===== src/rtl/regfile_scoreboard.sv =====
// regfile_scoreboard -- parametrised register file with per-register busy
// (scoreboard) bits and a hardware clear sequencer that runs after reset.
//
// Optional feature macro: REGFILE_BYPASS_EN
//   defined   : write-first forwarding on both read ports in RUN
//   undefined : reads return the pre-write value/busy bit in the write cycle
//
// Ports:
//   clk, rst_n         rising-edge clock, asynchronous active-low reset
//   init_done          high once every register has been cleared
//   ra1/ra2            read addresses
//   rdata1/rdata2      combinational read data
//   busy1/busy2        combinational scoreboard bits for ra1/ra2
//   we, wa, wdata      synchronous write port (clears busy of wa)
//   rsv_en, rsv_addr   reserve request (sets busy of rsv_addr)
//   rsv_ack            combinational: reserve accepted this cycle
module regfile_scoreboard #(
  parameter  int unsigned XLEN     = 32,
  parameter  int unsigned NREGS    = 32,
  parameter  int unsigned ZERO_REG = 1,
  localparam int unsigned AW       = $clog2(NREGS)
) (
  input  logic            clk,
  input  logic            rst_n,
  output logic            init_done,
  input  logic [AW-1:0]   ra1,
  input  logic [AW-1:0]   ra2,
  output logic [XLEN-1:0] rdata1,
  output logic [XLEN-1:0] rdata2,
  output logic            busy1,
  output logic            busy2,
  input  logic            we,
  input  logic [AW-1:0]   wa,
  input  logic [XLEN-1:0] wdata,
  input  logic            rsv_en,
  input  logic [AW-1:0]   rsv_addr,
  output logic            rsv_ack
);

  localparam logic [AW-1:0] LAST = AW'(NREGS - 1);

  typedef enum logic {S_INIT, S_RUN} state_t;

  state_t          state;
  logic [AW-1:0]   clr_cnt;
  logic [XLEN-1:0] regs [NREGS];
  logic [NREGS-1:0] busy;

  logic run;
  logic wr_en;
  logic same_wr;
  logic rsv_set;

  function automatic logic is_zero(input logic [AW-1:0] a);
    return (ZERO_REG != 0) && (a == '0);
  endfunction

  assign run       = (state == S_RUN);
  assign init_done = run;

  always_ff @(posedge clk or negedge rst_n) begin
    if (!rst_n) begin
      state   <= S_INIT;
      clr_cnt <= '0;
    end else if (state == S_INIT) begin
      clr_cnt <= clr_cnt + AW'(1);
      if (clr_cnt == LAST) state <= S_RUN;
    end
  end

  assign wr_en   = run & we & ~is_zero(wa);
  // A reserve of a busy register is still accepted when that register's
  // producer is retiring in the same cycle.
  assign same_wr = we & (wa == rsv_addr);
  assign rsv_ack = rsv_en & run & (~busy[rsv_addr] | same_wr);
  assign rsv_set = rsv_ack & ~is_zero(rsv_addr);

  // Storage has no reset; the INIT sequence clears it one entry per cycle.
  always_ff @(posedge clk) begin
    if (state == S_INIT) regs[clr_cnt] <= '0;
    else if (wr_en)      regs[wa]      <= wdata;
  end

  // Set is ordered after clear so a same-address write+reserve ends busy.
  always_ff @(posedge clk or negedge rst_n) begin
    if (!rst_n) begin
      busy <= '0;
    end else begin
      if (wr_en)   busy[wa]       <= 1'b0;
      if (rsv_set) busy[rsv_addr] <= 1'b1;
    end
  end

  always_comb begin
    rdata1 = '0;
    busy1  = 1'b0;
    if (run && !is_zero(ra1)) begin
      rdata1 = regs[ra1];
      busy1  = busy[ra1];
`ifdef REGFILE_BYPASS_EN
      if (we && (wa == ra1)) begin
        rdata1 = wdata;
        busy1  = 1'b0;
      end
`endif
    end
  end

  always_comb begin
    rdata2 = '0;
    busy2  = 1'b0;
    if (run && !is_zero(ra2)) begin
      rdata2 = regs[ra2];
      busy2  = busy[ra2];
`ifdef REGFILE_BYPASS_EN
      if (we && (wa == ra2)) begin
        rdata2 = wdata;
        busy2  = 1'b0;
      end
`endif
    end
  end

endmodule


===== config.mk =====
export PLATFORM = sky130hd
export DESIGN_NAME = regfile_scoreboard
export DESIGN_NICKNAME = d
export VERILOG_FILES = /design/src/rtl/regfile_scoreboard.sv
export SDC_FILE = /design/constraint.sdc
export NUM_CORES = 1
export LEC_CHECK = 0
export CORE_MARGIN = 2
export CORE_UTILIZATION = 60
export DETAILED_ROUTE_END_ITERATION = 16
export HOLD_SLACK_MARGIN = 0.15
export PLACE_DENSITY = 0.76
export SLEW_MARGIN = 20
export SYNTH_ARGS = -nofsm -noshare
export SYNTH_HDL_FRONTEND = slang
export SYNTH_SLANG_ARGS = --single-unit
export TNS_END_PERCENT = 50

===== constraint.sdc =====
create_clock -name clk -period 3.5 [get_ports clk]
set_clock_uncertainty 0.1 [all_clocks]
set_input_delay 0.35 -clock clk [delete_from_list [all_inputs] [get_ports clk]]
set_output_delay 0.35 -clock clk [all_outputs]
set_load 0.01 [all_outputs]

==> results.ini <==
[run_status]
status = complete, no violations

[global_routing]
grt_max_degree = 75
grt_pass1_wl_um = 225800
gr-max-usage-layer = met2
grt_pass1_vias = 33120
gr-usage-met2_pct = 57.19
grt_usage_pct = 36.68
met3_usage_pct = 8.844
gr-usage-met1_pct = 49.31
antenna_found_initial = 2
overflow = 0

[clocking]
h-tree-depth = 3
clk_latency_ps = 670
clockBufferDepth = 3
cts_num_sinks = 1062
root_buffer = clkbuf_16
post_cts_buffers = 0
clk_pin_slew_ps = 60
cts_made_buffers = 106
tritoncts = yes

[placement]
io_buffers = 123
dpl_worst_slack_ps = -22.04
post_dp_cell_area_sq_mm = 0.05523
place.gp.congestion = 0.9334
dp_hpwl_um = 91750

[timing]
fin_ws_ps = 38.23
tns_ps = 0
hold_slack_ps = 331.1
setup_viol = 0
hold_violations = 0
fmax_mhz = 288.9
final_max_slew_viol_count = 0
slew_headroom_pct = 35.18
worstMarginPinSlew_ps = 972.2
period_minus_slack_ps = 3462
rsz0062_at_grt = false
fin_crit_sh_pct = 98.91

[route]
viasPerCell = 7.707
drt_iter0_drc = 5150
firstDrtPassIters = 5
drc = 0
ant_nets = 0
wirelength_um = 157700
wire_per_inst_um = 36.99
vias = 32860

[logic_synthesis]
synth_area_per_cell_sq_um = 17.72
synth-main-ff-cell = edfxtp_1
yosysMostFrequentCell = edfxtp_1
synth_top_area_share_pct = 61.11
synth_edf_count = 1024
ys_warn_count = 0
yosysSeqAreaShare_pct = 63.00
synthesis.nets = 2898
syn_inst = 2840
synth_area_leader_cell = edfxtp_1
synth_top_cells_by_area = edfxtp_1 (61%), mux4_2 (17%), mux2i_1 (7.3%)
synth-seq-cells = 1062
synth-async-reset-ratio_pct = 3.578
synth_area_sq_mm = 0.05032
ys_types = 52
ys_top_cells_by_count = edfxtp_1 (1024), mux4_2 (371), mux2i_1 (367)

[setup_path]
worst-path-max-fanout = 17
crit_required_ps = 3050
path_class = in2out
critPathArrivalTime_ps = 3010
endpoint_kind = output port
crit_path_start_kind = input pin

[finish]
syn_to_final_growth_pct = 16.49
nets = 3168
final_area_sq_mm = 0.05862
drive_gt1_share_pct = 28.59

[floorplan]
die_height_um = 293.6
core-area_sq_mm = 0.08329
die_x_um = 293.6
row_count = 106
ios = 124
design.die.area_sq_mm = 0.08620
initial_core_util_pct = 60.41

[pwr]
ir_worst_vdd_v = 0.0004311
power.density_mw_per_mm2 = 476.0
leakagePower_nw = 20.97
power.total_mw = 27.90

[flow_run]
max_cap_viol_count = 0

[min_path]
min_path_type = reg2reg

flip-flops by register name, indices dropped and copies added, names as in the netlist:
signal and count:
regs 1024, init_done 1, busy 32, clr_cnt 5
cells by family (layout without fill, tap and decap cells):
group	after synthesis	after routing	share of synthesized area (%)
buffers and inverters	252	595	2.283
XOR/XNOR	8	8	0.1392
flip-flops	1062	1062	63.00
multiplexers	784	784	24.94
adder cells (fa/ha/maj)	2	2	0.04972
AO/OA/AOI/OAI	504	504	7.224
other	0	1	0
AND/OR/NAND/NOR	228	228	2.367
stage by stage:
step / util (%) / instances
after floorplan: - / 2840
after global placement: 66.31 / 4081
after detailed placement: 66.31 / 4081
after CTS: 70.34 / 4263
after global routing: 70.37 / 4263
final: 70.38 / 4264
critical path: stages:
cell and delay, ps:
buf_8 250, buf_12 250, buf_12 210, buf_4 260, mux4_2 260, a221oi_1 80
a211oi_1 600, clkdlybuf4s50_1 700
placed cells by master (no fill, tap or decap), types with 38 or more instances in the layout:
| cell type | instances |
|---|---|
| o21ai_0 | 48 |
| o221ai_1 | 162 |
| o22ai_1 | 87 |
| dfrtp_1 | 38 |
| edfxtp_1 | 1024 |
| clkbuf_16 | 107 |
| mux2_2 | 46 |
| buf_4 | 198 |
| clkdlybuf4s50_1 | 111 |
| mux4_2 | 371 |
| buf_12 | 83 |
| mux2i_1 | 367 |
| a21oi_1 | 81 |
metal layers:
| metal | routed length [um] | up-vias |
|---|---|---|
| met5 | 13 | - |
| met4 | 8358 | 2 |
| met3 | 20320 | 541 |
| met2 | 73880 | 2797 |
| met1 | 55150 | 16780 |
| li1 | - | 12740 |
power by group:
part	internal [mW]	total [mW]	switching [mW]
clock network	6.21	11.0	4.84
logic	1.16	2.80	1.63
registers	14.0	14.1	0.0462
total	21.4	27.9	6.51
worst paths after layout:
kind | start | end | slack [ps] | cells after the start
min in group asynchronous | rst_n | busy[27]$_DFF_PN0_ | 590 | 3
max in group asynchronous | rst_n | busy[23]$_DFF_PN0_ | 2330 | 3
setup / recovery | ra1[0] | rdata1[10] | 40 | 8
hold / removal | busy[0]$_DFF_PN0_ | busy[0]$_DFF_PN0_ | 330 | 0
hold reg to reg | busy[0]$_DFF_PN0_ | busy[0]$_DFF_PN0_ | 330 | 0
setup reg to reg | init_done$_DFF_PN0_ | regs[16][12]$_DFFE_PP_ | 900 | 6
cell type report:
class | instances | area [sq um]
tap | 1080 | 1351
sequential | 1062 | 31700
timing repair buffer | 401 | 4373
clock buffer | 128 | 2776
fill | 5125 | 24670
clock inverter | 53 | 540.5
multi-input combinational | 1526 | 17820
inverter | 13 | 50.05
antenna | 1 | 2.502
what timing repair did:
item	CTS	global route
resized for setup	5	9
hold endpoints to repair	38	0
setup endpoints to repair	4	8
pin swaps	0	0
hold buffers	1	0
(Power assumes the default switching activity.)
